## src/rtl/ibex_pext_mac_sequencer_if.sv

```systemverilog
// Request, result and shared-multiplier signals of the P-extension MAC sequencer.
// The sequencer is the slave; the core/multiplier side (or a bench) is the master.
interface ibex_pext_mac_sequencer_if;
  logic               start_i;
  logic               kill_i;
  logic [1:0]         op_i;
  logic               round_i;
  logic [31:0]        op_a_i;
  logic [31:0]        op_b_i;
  logic [31:0]        acc_i;

  logic               mul_req_o;
  logic               mul_gnt_i;
  logic [16:0]        mul_a_o;
  logic [16:0]        mul_b_o;
  logic [33:0]        mul_res_i;

  logic               busy_o;
  logic               valid_o;
  logic [31:0]        result_o;
  logic               ov_o;

  modport slave (
    input  start_i, kill_i, op_i, round_i, op_a_i, op_b_i, acc_i,
    input  mul_gnt_i, mul_res_i,
    output mul_req_o, mul_a_o, mul_b_o,
    output busy_o, valid_o, result_o, ov_o
  );

  modport master (
    output start_i, kill_i, op_i, round_i, op_a_i, op_b_i, acc_i,
    output mul_gnt_i, mul_res_i,
    input  mul_req_o, mul_a_o, mul_b_o,
    input  busy_o, valid_o, result_o, ov_o
  );
endinterface

```

## src/rtl/ibex_pext_mac_sequencer.sv

```systemverilog
// Multi-cycle 32x32 multiply-accumulate built from four 17x17 partial products on a
// shared multiplier: MADDR32/MSUBR32 (low word) and KMMAC/KMMSB (saturating high word).
module ibex_pext_mac_sequencer (
  input  logic                             clk_i,
  input  logic                             rst_ni,
  ibex_pext_mac_sequencer_if.slave         bus
);

  typedef enum logic [2:0] {
    IDLE,
    MUL0,
    MUL1,
    MUL2,
    MUL3,
    ACC,
    DONE
  } state_e;

  typedef enum logic [1:0] {
    OP_MADDR32 = 2'b00,
    OP_MSUBR32 = 2'b01,
    OP_KMMAC   = 2'b10,
    OP_KMMSB   = 2'b11
  } op_e;

  state_e      state_q,   state_d;
  op_e         op_q,      op_d;
  logic        round_q,   round_d;
  logic [31:0] a_q,       a_d;
  logic [31:0] b_q,       b_d;
  logic [31:0] acc_q,     acc_d;
  logic [63:0] psum_q,    psum_d;
  logic [31:0] result_q,  result_d;
  logic        ov_q,      ov_d;
  logic        busy_q,    busy_d;
  logic        valid_q,   valid_d;
  logic        mul_req_q, mul_req_d;
  logic [16:0] mul_a_q,   mul_a_d;
  logic [16:0] mul_b_q,   mul_b_d;

  logic [63:0] step_ext;
  logic [32:0] h_sum;
  logic [33:0] acc_ext;
  logic [33:0] h_ext;
  logic [33:0] kmm_sum;
  logic        kmm_sat_hi;
  logic        kmm_sat_lo;

  always_comb begin
    // NOTE: every variable gets a default before any branch so no latch can be inferred.
    state_d  = state_q;
    op_d     = op_q;
    round_d  = round_q;
    a_d      = a_q;
    b_d      = b_q;
    acc_d    = acc_q;
    psum_d   = psum_q;
    result_d = result_q;
    ov_d     = ov_q;
    mul_a_d  = '0;
    mul_b_d  = '0;

    step_ext = {{30{bus.mul_res_i[33]}}, bus.mul_res_i};

    // High word of the product with optional round-half-up, widened so acc +/- H cannot wrap.
    h_sum      = {psum_q[63], psum_q[63:32]} + {32'd0, round_q & psum_q[31]};
    acc_ext    = {{2{acc_q[31]}}, acc_q};
    h_ext      = {h_sum[32], h_sum};
    kmm_sum    = (op_q == OP_KMMSB) ? (acc_ext - h_ext) : (acc_ext + h_ext);
    kmm_sat_hi = ~kmm_sum[33] & (kmm_sum[32:31] != 2'b00);
    kmm_sat_lo =  kmm_sum[33] & (kmm_sum[32:31] != 2'b11);

    unique case (state_q)
      IDLE: begin
        if (bus.start_i) begin
          op_d    = op_e'(bus.op_i);
          round_d = bus.round_i;
          a_d     = bus.op_a_i;
          b_d     = bus.op_b_i;
          acc_d   = bus.acc_i;
          psum_d  = '0;
          state_d = MUL0;
        end
      end
      MUL0: begin
        if (bus.mul_gnt_i) begin
          psum_d  = psum_q + step_ext;
          state_d = MUL1;
        end
      end
      MUL1: begin
        if (bus.mul_gnt_i) begin
          psum_d  = psum_q + (step_ext << 16);
          state_d = MUL2;
        end
      end
      MUL2: begin
        if (bus.mul_gnt_i) begin
          psum_d  = psum_q + (step_ext << 16);
          // Low-word ops never need Ah*Bh: it only contributes above bit 31.
          state_d = op_q[1] ? MUL3 : ACC;
        end
      end
      MUL3: begin
        if (bus.mul_gnt_i) begin
          psum_d  = psum_q + (step_ext << 32);
          state_d = ACC;
        end
      end
      ACC: begin
        unique case (op_q)
          OP_MADDR32: begin
            result_d = acc_q + psum_q[31:0];
            ov_d     = 1'b0;
          end
          OP_MSUBR32: begin
            result_d = acc_q - psum_q[31:0];
            ov_d     = 1'b0;
          end
          default: begin
            if (kmm_sat_hi) begin
              result_d = 32'h7FFF_FFFF;
            end else if (kmm_sat_lo) begin
              result_d = 32'h8000_0000;
            end else begin
              result_d = kmm_sum[31:0];
            end
            ov_d = kmm_sat_hi | kmm_sat_lo;
          end
        endcase
        state_d = DONE;
      end
      DONE: begin
        state_d = IDLE;
      end
      default: begin
        state_d = IDLE;
      end
    endcase

    // A flush wins over any grant or advance; the partial result is simply dropped.
    if (bus.kill_i && (state_q != IDLE)) begin
      state_d  = IDLE;
      psum_d   = psum_q;
      result_d = result_q;
      ov_d     = ov_q;
    end

    // Outputs are registered, so they are derived from the state being entered.
    busy_d    = (state_d != IDLE);
    valid_d   = (state_d == DONE);
    mul_req_d = (state_d inside {MUL0, MUL1, MUL2, MUL3});

    unique case (state_d)
      MUL0: begin
        mul_a_d = {1'b0, a_d[15:0]};
        mul_b_d = {1'b0, b_d[15:0]};
      end
      MUL1: begin
        mul_a_d = {1'b0, a_d[15:0]};
        mul_b_d = {b_d[31], b_d[31:16]};
      end
      MUL2: begin
        mul_a_d = {a_d[31], a_d[31:16]};
        mul_b_d = {1'b0, b_d[15:0]};
      end
      MUL3: begin
        mul_a_d = {a_d[31], a_d[31:16]};
        mul_b_d = {b_d[31], b_d[31:16]};
      end
      default: begin
        mul_a_d = '0;
        mul_b_d = '0;
      end
    endcase
  end

  // NOTE: sequential state uses non-blocking assignments only, so every flop samples pre-edge values.
  always_ff @(posedge clk_i or negedge rst_ni) begin
    if (!rst_ni) begin
      state_q   <= IDLE;
      op_q      <= OP_MADDR32;
      round_q   <= 1'b0;
      a_q       <= '0;
      b_q       <= '0;
      acc_q     <= '0;
      psum_q    <= '0;
      result_q  <= '0;
      ov_q      <= 1'b0;
      busy_q    <= 1'b0;
      valid_q   <= 1'b0;
      mul_req_q <= 1'b0;
      mul_a_q   <= '0;
      mul_b_q   <= '0;
    end else begin
      state_q   <= state_d;
      op_q      <= op_d;
      round_q   <= round_d;
      a_q       <= a_d;
      b_q       <= b_d;
      acc_q     <= acc_d;
      psum_q    <= psum_d;
      result_q  <= result_d;
      ov_q      <= ov_d;
      busy_q    <= busy_d;
      valid_q   <= valid_d;
      mul_req_q <= mul_req_d;
      mul_a_q   <= mul_a_d;
      mul_b_q   <= mul_b_d;
    end
  end

  assign bus.busy_o    = busy_q;
  assign bus.valid_o   = valid_q;
  assign bus.result_o  = result_q;
  assign bus.ov_o      = ov_q;
  assign bus.mul_req_o = mul_req_q;
  assign bus.mul_a_o   = mul_a_q;
  assign bus.mul_b_o   = mul_b_q;

endmodule

```

## src/flat_wrapper.sv

```systemverilog
// flat-port wrapper written by rule: the top's interface ports become plain ports
module ibex_pext_mac_sequencer_flat 
  (clk_i, rst_ni, bus_start_i, bus_kill_i, bus_op_i, bus_round_i, bus_op_a_i, bus_op_b_i, bus_acc_i, bus_mul_gnt_i, bus_mul_res_i, bus_mul_req_o, bus_mul_a_o, bus_mul_b_o, bus_busy_o, bus_valid_o, bus_result_o, bus_ov_o);
  ibex_pext_mac_sequencer_if bus_i ();
  input  logic clk_i;
  input  logic rst_ni;
  input wire logic [$bits(bus_i.start_i)-1:0] bus_start_i;
  input wire logic [$bits(bus_i.kill_i)-1:0] bus_kill_i;
  input wire logic [$bits(bus_i.op_i)-1:0] bus_op_i;
  input wire logic [$bits(bus_i.round_i)-1:0] bus_round_i;
  input wire logic [$bits(bus_i.op_a_i)-1:0] bus_op_a_i;
  input wire logic [$bits(bus_i.op_b_i)-1:0] bus_op_b_i;
  input wire logic [$bits(bus_i.acc_i)-1:0] bus_acc_i;
  input wire logic [$bits(bus_i.mul_gnt_i)-1:0] bus_mul_gnt_i;
  input wire logic [$bits(bus_i.mul_res_i)-1:0] bus_mul_res_i;
  output wire logic [$bits(bus_i.mul_req_o)-1:0] bus_mul_req_o;
  output wire logic [$bits(bus_i.mul_a_o)-1:0] bus_mul_a_o;
  output wire logic [$bits(bus_i.mul_b_o)-1:0] bus_mul_b_o;
  output wire logic [$bits(bus_i.busy_o)-1:0] bus_busy_o;
  output wire logic [$bits(bus_i.valid_o)-1:0] bus_valid_o;
  output wire logic [$bits(bus_i.result_o)-1:0] bus_result_o;
  output wire logic [$bits(bus_i.ov_o)-1:0] bus_ov_o;
  assign bus_i.start_i = bus_start_i;
  assign bus_i.kill_i = bus_kill_i;
  assign bus_i.op_i = bus_op_i;
  assign bus_i.round_i = bus_round_i;
  assign bus_i.op_a_i = bus_op_a_i;
  assign bus_i.op_b_i = bus_op_b_i;
  assign bus_i.acc_i = bus_acc_i;
  assign bus_i.mul_gnt_i = bus_mul_gnt_i;
  assign bus_i.mul_res_i = bus_mul_res_i;
  assign bus_mul_req_o = bus_i.mul_req_o;
  assign bus_mul_a_o = bus_i.mul_a_o;
  assign bus_mul_b_o = bus_i.mul_b_o;
  assign bus_busy_o = bus_i.busy_o;
  assign bus_valid_o = bus_i.valid_o;
  assign bus_result_o = bus_i.result_o;
  assign bus_ov_o = bus_i.ov_o;
  ibex_pext_mac_sequencer u_core (.clk_i(clk_i), .rst_ni(rst_ni), .bus(bus_i));
endmodule
```

## config.mk

```make
export PLATFORM = sky130hd
export DESIGN_NAME = ibex_pext_mac_sequencer_flat
export DESIGN_NICKNAME = d
export VERILOG_FILES = /design/src/rtl/ibex_pext_mac_sequencer_if.sv /design/src/rtl/ibex_pext_mac_sequencer.sv /design/src/flat_wrapper.sv
export SDC_FILE = /design/constraint.sdc
export NUM_CORES = 1
export LEC_CHECK = 0
export ABC_AREA = 1
export CAP_MARGIN = 15
export CORE_ASPECT_RATIO = 1.5
export CORE_MARGIN = 1
export CORE_UTILIZATION = 55
export DETAILED_ROUTE_END_ITERATION = 7
export PLACE_DENSITY = 0.85
export SLEW_MARGIN = 40
export SYNTH_ARGS = -nofsm -noshare
export SYNTH_HDL_FRONTEND = slang
export SYNTH_SLANG_ARGS = --single-unit
export TNS_END_PERCENT = 1
```

## constraint.sdc

```tcl
create_clock -name clk_i -period 6.7 [get_ports clk_i]
set_input_delay 1.34 -clock clk_i [delete_from_list [all_inputs] [get_ports clk_i]]
set_output_delay 1.34 -clock clk_i [all_outputs]
set_load 0.005 [all_outputs]
```

---- Word-level counts from Yosys, hierarchy flattened ----
Index checks and enable logic that the tools add are counted.
word-level totals
  register bits after elaboration ......... 236
  output and inout bits ................... 70
operators by class
  add/subtract/negate cells ............... 8
  equal/unequal tests ..................... 17
  mux-type cells .......................... 24
  bitwise operators ....................... 6
  reduce and logical (&&, ||, !) cells .... 17
operators with widths
  cell                                                 number
  two-way mux 64 bit                                   4
  one-hot mux 64 bit (4 select lines)                  1
  adder 64 bit                                         3
  two-way mux 32 bit                                   6
  one-hot mux 17 bit (2 select lines)                  2
  one-hot mux 32 bit (2 select lines)                  1
  adder 32 x 33 -> 34 bit                              1
  two-way mux 34 bit                                   1
  subtractor 32 x 33 -> 34 bit                         1
  adder 32 x 2 -> 33 bit                               1
  adder 32 bit                                         1
  subtractor 32 bit                                    1
  two-way mux 3 bit                                    6
  one-hot mux 3 bit (6 select lines)                   1
  equality test 3 x 2 -> 1 bit, second input constant  4
  equality test 3 bit, second input constant           4
  OR reduction 2 bit                                   6
  != test 2 bit, second input constant                 4
  nonzero test 4 bit                                   2
  equality test 3 x 1 -> 1 bit, second input constant  2
  AND reduction 6 bit                                  1
  nonzero test 3 bit                                   2
  AND reduction 2 bit                                  2
  AND 1 bit                                            3
  10 further kinds                                     12

---- Longest topological paths before layout ----
Gate-level depths: netlist of run 1.
  depth in word-level cells ............... 9
  mapped depth ............................ 36
  gate-level depth less buffers ........... 36

---- Least setup slack after synthesis of run 1 ----
OpenSTA, ideal clock, no wires.
  path kind ............................... register to register
  start ................................... register u_core.psum_q[31]
  end ..................................... register u_core.result_q[11] (netlist: u_core.bus.result_o[11])
  setup time .............................. 0.117 ns
  arrival time ............................ 4.536 ns
  path slack .............................. 2.047 ns
  stages on the path, launching flop included .. 34
  period minus slack after synthesis ...... 4.653 ns
  cell sequence ........................... dfrtp_1 nand2_1 inv_1 ha_1 ha_1 inv_1 ha_1 inv_1 nor3_1 nand2_1 nor2_1 nand4_1 nor2_1 nand4_1 nor2_1 nand2_1 nor3_1 nor2_1 xnor2_1 ha_1 nand2_1 nor2_1 inv_1 nor4_1 nand3_1 nand3_1 inv_1 nand3_2 nand3_4 nand2_4 buf_6 nor2_2 nor2_1 nor2_1
on the way
  word-level cells in the longest chain between the ends .. 9
  elaborated cells between the ends (all ways) .. 13
ends and longest elaborated chain
  item                                                                            RTL line                        RTL
  start: declaration                                                              ibex_pext_mac_sequencer.sv:32   logic [63:0] psum_q, psum_d;
  start signal: assignment                                                        ibex_pext_mac_sequencer.sv:202  psum_q <= psum_d;
  AND 1 bit (*)                                                                   ibex_pext_mac_sequencer.sv:66   h_sum = {psum_q[63], psum_q[63:32]} + {32'd0, round_q & psum_q[31]};
  adder 32 x 2 -> 33 bit (*)                                                      ibex_pext_mac_sequencer.sv:66
  adder 32 x 33 -> 34 bit / subtractor 32 x 33 -> 34 bit (equally long branches)  ibex_pext_mac_sequencer.sv:69   kmm_sum = (op_q == OP_KMMSB) ? (acc_ext - h_ext) : (acc_ext + h_ext);
  two-way mux 34 bit (*)                                                          ibex_pext_mac_sequencer.sv:69
  != test 2 bit                                                                   ibex_pext_mac_sequencer.sv:71   kmm_sat_lo = kmm_sum[33] & (kmm_sum[32:31] != 2'b11);
  AND 1 bit                                                                       ibex_pext_mac_sequencer.sv:71
  two-way mux 32 bit                                                              ibex_pext_mac_sequencer.sv:123  end else if (kmm_sat_lo) begin
  two-way mux 32 bit (*)                                                          ibex_pext_mac_sequencer.sv:121  if (kmm_sat_hi) begin
  one-hot mux 32 bit (2 select lines) (*)                                         ibex_pext_mac_sequencer.sv:111  unique case (op_q)
  end signal: assignment                                                          ibex_pext_mac_sequencer.sv:203  result_q <= result_d;
  end: declaration                                                                ibex_pext_mac_sequencer.sv:33   logic [31:0] result_q, result_d;
Mark *: on every way between the ends. The rest lies on a longest branch, timed or not.
A chain may end at the register's enable or synchronous reset.

---- Final worst setup path of run 1 ----
  start ................................... register u_core.psum_q[32]
  end ..................................... register u_core.result_q[13] (netlist: u_core.bus.result_o[13])
on the way
  word-level cells in the longest chain between the ends .. 8
  elaborated cells between the ends (all ways) .. 12
ends and longest elaborated chain
  item                                                                            RTL line
  adder 32 x 2 -> 33 bit (*)                                                      ibex_pext_mac_sequencer.sv:66
  adder 32 x 33 -> 34 bit / subtractor 32 x 33 -> 34 bit (equally long branches)  ibex_pext_mac_sequencer.sv:69
  two-way mux 34 bit (*)                                                          ibex_pext_mac_sequencer.sv:69
  != test 2 bit                                                                   ibex_pext_mac_sequencer.sv:71
  AND 1 bit                                                                       ibex_pext_mac_sequencer.sv:71
  two-way mux 32 bit                                                              ibex_pext_mac_sequencer.sv:123
  two-way mux 32 bit (*)                                                          ibex_pext_mac_sequencer.sv:121
  one-hot mux 32 bit (2 select lines) (*)                                         ibex_pext_mac_sequencer.sv:111
Marked as above.

==> impl.org, run 1 <==
** Status
- The flow ran to the end, and the final reports show no timing, DRC or antenna violations.

** Detailed routing
- Wire length per cell :: 23.6 um
- The first routing iteration left 2492 violations.
- Routed vias :: 27400
- After detailed routing, the number of remaining DRC violations is 0.
- ANT nets after route :: 0
- First-pass DRT Iterations :: 6
- Routed via count divided by cell count :: 6.16
- WL final :: 105 mm

** GRT
- Global routing used 47.3% of the available met1 tracks.
- In the global route stage, met2 resource usage came out at 77.0%.
- Wire length of the first global-routing pass :: 155 mm
- Residual overflow from global routing :: 0
- Number of global-route vias before repair :: 26800
- In this run the most used layer during global routing was met2.
- In the global route stage, overall resource usage came out at 47.6%.
- Entering global routing, the biggest net connects 149 pins.
- For met3 alone, demand over resource in global routing was 13.1%.
- Initial antenna violation count :: 9

** Logic synthesis
- Share of synthesized cell area in and, or, nand and nor gates :: 32.3%
- In the post-synthesis netlist, the biggest area contributors are sky130_fd_sc_hd__dfrtp_1 (25%), sky130_fd_sc_hd__nand2_1 (16%), sky130_fd_sc_hd__ha_1 (10%).
- Total of flip-flops plus latches after synthesis :: 236
- Combinational family with the most area after synthesis :: simple AND/OR/NAND/NOR gates
- The most used flip-flop cell after synthesis is sky130_fd_sc_hd__dfrtp_1.
- Area of the mapped netlist :: 23800 um2
- Total nets after synthesis :: 4021
- After synthesis, flip-flops and latches occupy 24.9% of the total area.
- Yosys mapped a number of flops with a built-in enable equal to 0.
- Adder and majority cell fraction of the synthesized area :: 10.7%
- Number of library cell types mapped by synthesis :: 50
- Synthesized area divided by synthesized cell count :: 6.45 um2
- The top cell type by area accounts for 24.9% of the synthesized area.
- Leading area contributor after synthesis :: sky130_fd_sc_hd__dfrtp_1
- Count of yosys warnings during synthesis :: 0
- Of the total synthesized cell area, the portion taken by XOR and XNOR cells is 5.38%.
- Of the post-synthesis cell area, the part taken by muxes is 0%.
- The synthesized netlist devotes 19.9% of its cell area to compound gates.
- After synthesis, the share of flip-flops with an asynchronous set or reset is 100%.
- Synthesis produced 3683 cells.

** Cells and area
- Post-route cell area :: 27300 um2
- Fill cell total of the finished layout :: 3942
- Area growth syn-to-layout :: 14.9%
- For this run, the number of standard cells in the final layout without fillers is 4458.
- Layout net count :: 4211
- Commonest cells after routing, fill and taps aside :: sky130_fd_sc_hd__nand2_1 (1023), sky130_fd_sc_hd__nor2_1 (426), sky130_fd_sc_hd__inv_1 (356)
- Most common cell after layout, fill and taps aside :: sky130_fd_sc_hd__nand2_1
- Cells with a size suffix above 1 make up 4.32% of the layout.

** Worst setup path
- The most numerous cell type found on the critical path is sky130_fd_sc_hd__nor2_1.
- Largest fanout on the critical path :: 23
- Category of the most critical setup path :: reg2reg
- Number of buffers and inverters on the critical path :: 2
- In this design, the largest share of critical-path delay is due to simple AND/OR/NAND/NOR gates.
- Arrival @ worst endpoint :: 6.30 ns
- STA classifies the critical path endpoint as a flop.
- Among all stages on the critical path, the largest delay is contributed by sky130_fd_sc_hd__dfrtp_1.
- Largest incremental delay on the critical path :: 0.53 ns
- STA classifies the critical path startpoint as a flop.
- For the worst setup path, the data required time is 7.21 ns.

** Floorplanning
- Die boundary width :: 172 um
- The floorplan step defined a die boundary enclosing 44100 um2.
- Overall die height :: 257 um
- Count of standard-cell rows :: 92
- For this design the top-level I/O count stands at 208.
- Core Footprint :: 42400 um2
- For this configuration, the core starts out at a cell density of 56.1%.

** Pwr
- Relative contribution of the clock network to total power :: 8.1%
- Switch Pwr :: 10.4 mW
- Cell Int Power :: 7.03 mW
- Leakage :: 13.5 nW
- Sequential power share :: 16.2%
- Power density cells :: 637 nW/um2
- VDD sags by at most 0.335 mV.
- Proportion of total power due to net switching :: 59.6%
- Of the total power, combinational logic draws 75.7%.

** Timing
- The worst pin sits at a relative slew slack of 33.0%.
- Hold slack :: 0.468 ns
- For the final routed database, the setup TNS stands at 0 ns.
- After layout, the minimum clock period comes to 5.79 ns.
- Setup repair after global routing left no endpoint under its margin.
- The total count of max-transition violations in the final report was 0.
- Setup violations remaining at the end of the flow were counted as 0.
- At the pin with the least slew margin, the transition time is 0.995 ns.
- Setup slack closes at 0.909 ns.
- The worst path uses 86.4% of the clock period.
- Hold violation count in the final report :: 0
- Fmax achieved :: 173 MHz
- Worst Skew :: 0.0279 ns

** Placement
- Timing analysis after detailed placement gives a worst setup slack of 1.06 ns.
- The count of buffers added on input and output ports is 207.
- Including well taps, the total number of placed cells is 4409.
- DP HPWL :: 82.6 mm
- Instance area at placement :: 26500 um2
- Final GP Congestion :: 1.10

** Clock tree
- The tree is rooted in a sky130_fd_sc_hd__clkbuf_16.
- The number of gates resized after CTS was 0.
- The clock drives 236 sinks.
- CTS built an H-tree with a depth of 1.
- TritonCTS Buffers :: 25
- Buffers inserted by post-CTS timing repair :: 0
- TritonCTS built the clock tree.
- Register clock-pin slew on the reported worst setup and hold paths :: 0.07 ns
- In this run, post-CTS hold repair placed 0 buffers.
- Skew-Pair Late Insertion Delay :: 0.60 ns
- CTS Buffer Depth :: 3

** Min path
- Tightest Hold Check Type :: reg2reg

** Flow run
- Max-capacitance violation count :: 0
-- cell families (layout without fill, tap and decap cells) --
logic type,Yosys count,in the layout
fa+ha+maj,200,200
flops,236,236
xor+xnor,146,146
other cells,0,5
simple gates,1842,1842
buf+inv,430,636
compound gates,829,829
-- layer usage --
layer | wire (um) | up-vias
li1 | - | 12700
met1 | 34200 | 12500
met2 | 47700 | 1583
met3 | 9900 | 646
met4 | 13300 | 8
met5 | 47 | -
-- cell type report --
class                   count  area [um2]  share of cell area, %
clock buffers              32         672                   2.46
repair buffers            232        2300                   8.44
multi-input cells        3017       16300                   59.5
diodes                      5        12.5                 0.0458
flip-flops and latches    236        5910                   21.6
well taps                 564         706                   2.58
inverters                 361        1360                   4.96
clock inverters            11         101                  0.371
-- sequential cells by signal, indices dropped and copies added, names as in the netlist --
register              cells
u_core.bus.mul_req_o      1
u_core.a_q               32
u_core.psum_q            64
u_core.state_q            3
u_core.round_q            1
u_core.bus.result_o      32
u_core.bus.mul_b_o       17
u_core.bus.busy_o         1
u_core.bus.mul_a_o       17
u_core.acc_q             32
u_core.b_q               32
u_core.bus.valid_o        1
u_core.op_q               2
u_core.bus.ov_o           1
-- final timing paths --
kind | from | end | slack [ns] | cells after the start
worst max-delay path | u_core.psum_q[32]$_DFFE_PN0P_ | u_core.bus.result_o[13]$_DFFE_PN0P_ | 0.91 | 29
worst min-delay path | u_core.a_q[31]$_DFF_PN0_ | u_core.a_q[31]$_DFF_PN0_ | 0.47 | 2
worst max register to register | u_core.psum_q[32]$_DFFE_PN0P_ | u_core.bus.result_o[13]$_DFFE_PN0P_ | 0.91 | 29
worst min register to register | u_core.a_q[31]$_DFF_PN0_ | u_core.a_q[31]$_DFF_PN0_ | 0.47 | 2
max in group asynchronous | rst_ni | u_core.psum_q[52]$_DFFE_PN0P_ | 4.66 | 3
min in group asynchronous | rst_ni | u_core.op_q[1]$_DFFE_PN0P_ | 0.75 | 1
-- synthesized netlist by cell type, drive strengths merged (17+ instances only) --
cell	number
nand4	24
ha	195
clkbuf	52
o21bai	21
nor3	38
nor4	18
a21oi	310
xor2	93
nand2	1037
nor2	468
nand3	200
dfrtp	236
o21a	19
xnor2	53
or2	36
a21boi	19
a31oi	51
buf	17
o21ai	284
inv	358
a21o	35
a22o	31
-- worst min-delay path, cell delays in order (launching register included) --
cell	delay, ns
sky130_fd_sc_hd__dfrtp_1	0.32
sky130_fd_sc_hd__nand2_1	0.05
sky130_fd_sc_hd__nand2_1	0.06
-- metrics by stage --
step	power [mW]	util, %
after CTS	16.8	64.4
final	17.4	64.5
after detailed placement	15.3	62.5
after floorplan	10.9	-
after global placement	15.2	62.5
after global routing	18.4	64.5
-- power by group through the flow --
stage / clock network [mW] / logic [mW] / registers [mW]
5_1_grt: 1.46 / 14.2 / 2.82
3_5_place_dp: 0 / 12.5 / 2.76
3_3_place_gp: 0 / 12.4 / 2.75
6_report: 1.41 / 13.2 / 2.81
2_1_floorplan: 0 / 8.46 / 2.43
4_1_cts: 1.41 / 12.6 / 2.75
(Power assumes the default switching activity.)
==> run 2: changes to the inputs <==
CORE_ASPECT_RATIO = 2   (was 1.5)
==> impl.org, run 2 (same netlist as run 1, synthesis figures left out) <==
** Worst setup path
- The startpoint type of the worst setup path is a flop (unchanged).
- The category of the critical setup timing path is reg2reg (unchanged).
- Largest incremental delay on the critical path :: 0.55 ns (was 0.53 ns)
- The worst endpoint data arrival time came to 6.38 ns (was 6.30 ns).
- The kind of end point of the critical path was a flop (unchanged).
- Capturing point of the worst reg2reg path :: u_core.bus.result_o[5]$_DFFE_PN0P_ (was u_core.bus.result_o[13]$_DFFE_PN0P_)
- Data required, critical path :: 7.23 ns (was 7.21 ns)
- Timing endpoint of the critical path :: u_core.bus.result_o[5]$_DFFE_PN0P_ (was u_core.bus.result_o[13]$_DFFE_PN0P_)
- The path depth of the worst reg2reg path came to 29 (unchanged).
- The source of the worst register-to-register timing path is u_core.psum_q[32]$_DFFE_PN0P_ (unchanged).
- The critical-path maximum fanout was 23 (unchanged).
- Slowest stage cell on the critical path :: sky130_fd_sc_hd__dfrtp_1 (unchanged)
- The dominant cell type by count on the critical path was sky130_fd_sc_hd__nand2_1 (was sky130_fd_sc_hd__nor2_1).
- Worst reg-to-reg setup slack :: 0.86 ns (was 0.91 ns)
- The startpoint of the worst setup timing path is u_core.psum_q[32]$_DFFE_PN0P_ (unchanged).

** GRT
- The global route total overflow is 0 (unchanged).
- The wire length of the first global-routing pass is 173 mm (was 155 mm).
- The overall routing resource usage came to 53.7% (was 47.6%).
- The largest net degree at the start of global routing was 132 (was 149).
- The via count of the first global-routing pass was 28400 (was 26800).
- Initial antenna violation count :: 6 (was 9)

** Clock tree
- Deepest level of the CTS H-tree :: 1 (unchanged)
- The maximum clock insertion buffer count is 3 (unchanged).
- The clock network latency to the later pin of the worst-skew pair came to 0.61 ns (was 0.60 ns).
- The register clock-pin slew on the reported worst setup and hold paths was 0.07 ns (about the same).
- TritonCTS Buffers :: 24 (was 25)
- Clk root buf :: sky130_fd_sc_hd__clkbuf_16 (unchanged)
- The post-cts hold buffer count was 0 (unchanged).
- The clock sink count was 236 (unchanged).
- The number of gates given a new drive strength after cts is 0 (unchanged).
- Buffers inserted by post-CTS timing repair :: 0 (unchanged)
- CTS tree :: built (unchanged)

** Timing
- Setup-failing EPs final :: 0 (unchanged)
- The time the worst path needs with I/O delays and setup was 5.84 ns (was 5.79 ns).
- The timing-limited maximum frequency came to 171 MHz (was 173 MHz).
- Worst slew margin :: 34.0% (was 33.0%)
- Share of the cycle needed by the critical path after routing :: 87.2% (was 86.4%)
- Hold violation count in the final report :: 0 (unchanged)
- RSZ-0062 raised after global routing :: no (unchanged)
- Count of final max-slew check failures :: 0 (unchanged)
- The sum of negative setup slack came to 0 ns (unchanged).
- Worst path setup slack after routing :: 0.858 ns (was 0.909 ns)
- Worst-Margin Slew :: 0.980 ns (was 0.995 ns)
- Worst Skew :: 0.0330 ns (was 0.0279 ns)

** Detailed routing
- The number of violations reported at the end of detailed-routing iteration 0 was 2426 (was 2492).
- WL final :: 114 mm (was 105 mm)
- The average vias per placed instance is 6.31 (was 6.16).
- First-pass DRT Iterations :: 6 (unchanged)
- ANT nets after route :: 0 (unchanged)
- The per-cell routed wire length was 25.6 um (was 23.6 um).
- The detailed-route DRC error count came to 0 (unchanged).
- Routed vias :: 28000 (was 27400)

** Floorplanning
- Die boundary width :: 149 um (was 172 um)
- The vertical extent of the die was 296 um (was 257 um).
- The number of rows created at floorplan is 107 (was 92).
- Number of primary I/O pins :: 208 (unchanged)
- Initial core utilization :: 55.8% (was 56.1%)
- Die outline area :: 44100 um2 (about the same)
- The core area was 42600 um2 (was 42400 um2).

** Cells and area
- Area growth syn-to-layout :: 15.3% (was 14.9%)
- The fraction of layout cells with a size suffix above 1 was 4.62% (was 4.32%).
- Final cell count without fillers :: 4445 (was 4458)
- Commonest cells after routing, fill and taps aside :: sky130_fd_sc_hd__nand2_1 (1023), sky130_fd_sc_hd__nor2_1 (426), sky130_fd_sc_hd__inv_1 (357) (was sky130_fd_sc_hd__nand2_1 (1023), sky130_fd_sc_hd__nor2_1 (426), sky130_fd_sc_hd__inv_1 (356))
- The net total in the final layout came to 4218 (was 4211).
- The number of flip-flops under the largest register name came to 64 (unchanged).
- The register with the most flip-flops was u_core.psum_q (unchanged).
- The most common cell after layout, fill and taps aside is sky130_fd_sc_hd__nand2_1 (unchanged).

** Pwr
- The worst vdd rail ir drop is 0.516 mV (was 0.335 mV).
- The leakage power summed over all cells was 13.6 nW (was 13.5 nW).
- The total power density per cell area is 639 nW/um2 (was 637 nW/um2).
- The total power after layout was 17.5 mW (was 17.4 mW).

** Placement
- The weighted congestion reported at the end of routability-driven placement was 1.17 (was 1.10).
- DP HPWL :: 89.4 mm (was 82.6 mm)
- The count of placed standard cells including taps came to 4397 (was 4409).
- IO Port Bufs :: 207 (unchanged)
- Worst slack, placed :: 1.01 ns (was 1.06 ns)

** Min path
- The kind of path behind the tightest hold check was reg2reg (unchanged).
- Origin of the worst min-delay path :: u_core.a_q[12]$_DFF_PN0_ (was u_core.a_q[31]$_DFF_PN0_)

** Status
- Run status: finished clean (unchanged).

** Flow run
- The number of maximum-capacitance violations was 0 (unchanged).
==> run 2: cell count changes in the layout (fill, tap and decap cells not counted), moves of 2 or more <==
cell / before / now
sky130_fd_sc_hd__buf_16: 1 / 3
sky130_fd_sc_hd__buf_4: 21 / 28
sky130_fd_sc_hd__clkinv_2: 7 / 3
sky130_fd_sc_hd__inv_8: 0 / 3
sky130_fd_sc_hd__nor4_1: 18 / 16
sky130_fd_sc_hd__o21ai_0: 281 / 276
sky130_fd_sc_hd__o21ai_1: 3 / 8
sky130_fd_sc_hd__xnor2_1: 51 / 53
sky130_fd_sc_hd__xnor2_2: 2 / 0
sky130_fd_sc_hd__xor2_1: 93 / 91
sky130_fd_sc_hd__xor2_2: 0 / 2
==> run 2: cell type report <==
type                       count  area [um2]
timing repair buffer         240        2400
antenna                        4        10.0
clock buffer                  29         629
inverter                     361        1360
fill                        4013       15200
sequential                   236        5910
clock inverter                13         136
tap                          545         682
multi-input combinational   3017       16300
==> run 2: power by group <==
group          internal [mW]  leakage [nW]  switching, mW
clock network          0.723         0.372          0.681
registers               2.03          3.02          0.816
logic                   4.25          10.2           9.02
total                   7.01          13.6           10.5
==> run 2: per-layer routing <==
| layer | routed length, um | vias to the layer above | global-route usage (%) |
|---|---|---|---|
| met2 | 53200 | 1751 | 87.3 |
| met5 | 31 | - | 0.114 |
| met1 | 31900 | 12600 | 46.6 |
| li1 | - | 12700 | - |
| met3 | 11100 | 946 | 20.0 |
| met4 | 17700 | 4 | 64.4 |
==> run 2: how the worst min path moves through the flow <==
stage                               end  slack (ns)  cells after the start
2_1_floorplan  u_core.a_q[31]$_DFF_PN0_        0.43                      2
3_3_place_gp   u_core.a_q[31]$_DFF_PN0_        0.45                      2
3_5_place_dp   u_core.a_q[24]$_DFF_PN0_        0.46                      2
4_1_cts        u_core.a_q[24]$_DFF_PN0_        0.47                      2
5_1_grt        u_core.b_q[29]$_DFF_PN0_        0.48                      2
6_report       u_core.a_q[12]$_DFF_PN0_        0.47                      2
==> run 2: stage by stage <==
step	area, um2	hold slack [ns]	util (%)
after global routing	27400	0.483	64.4
after CTS	27300	0.472	64.1
after global placement	26500	0.446	62.2
after floorplan	23800	0.431	-
after detailed placement	26500	0.456	62.3
final	27400	0.475	64.4
==> run 2: critical path, delay by kind of cell (launching register included) <==
kind	cells	cell delay, ns
flops	1	0.55
compound gates	1	0.38
xor+xnor	2	0.34
buf+inv	4	0.34
fa+ha+maj	3	0.90
simple gates	19	3.21
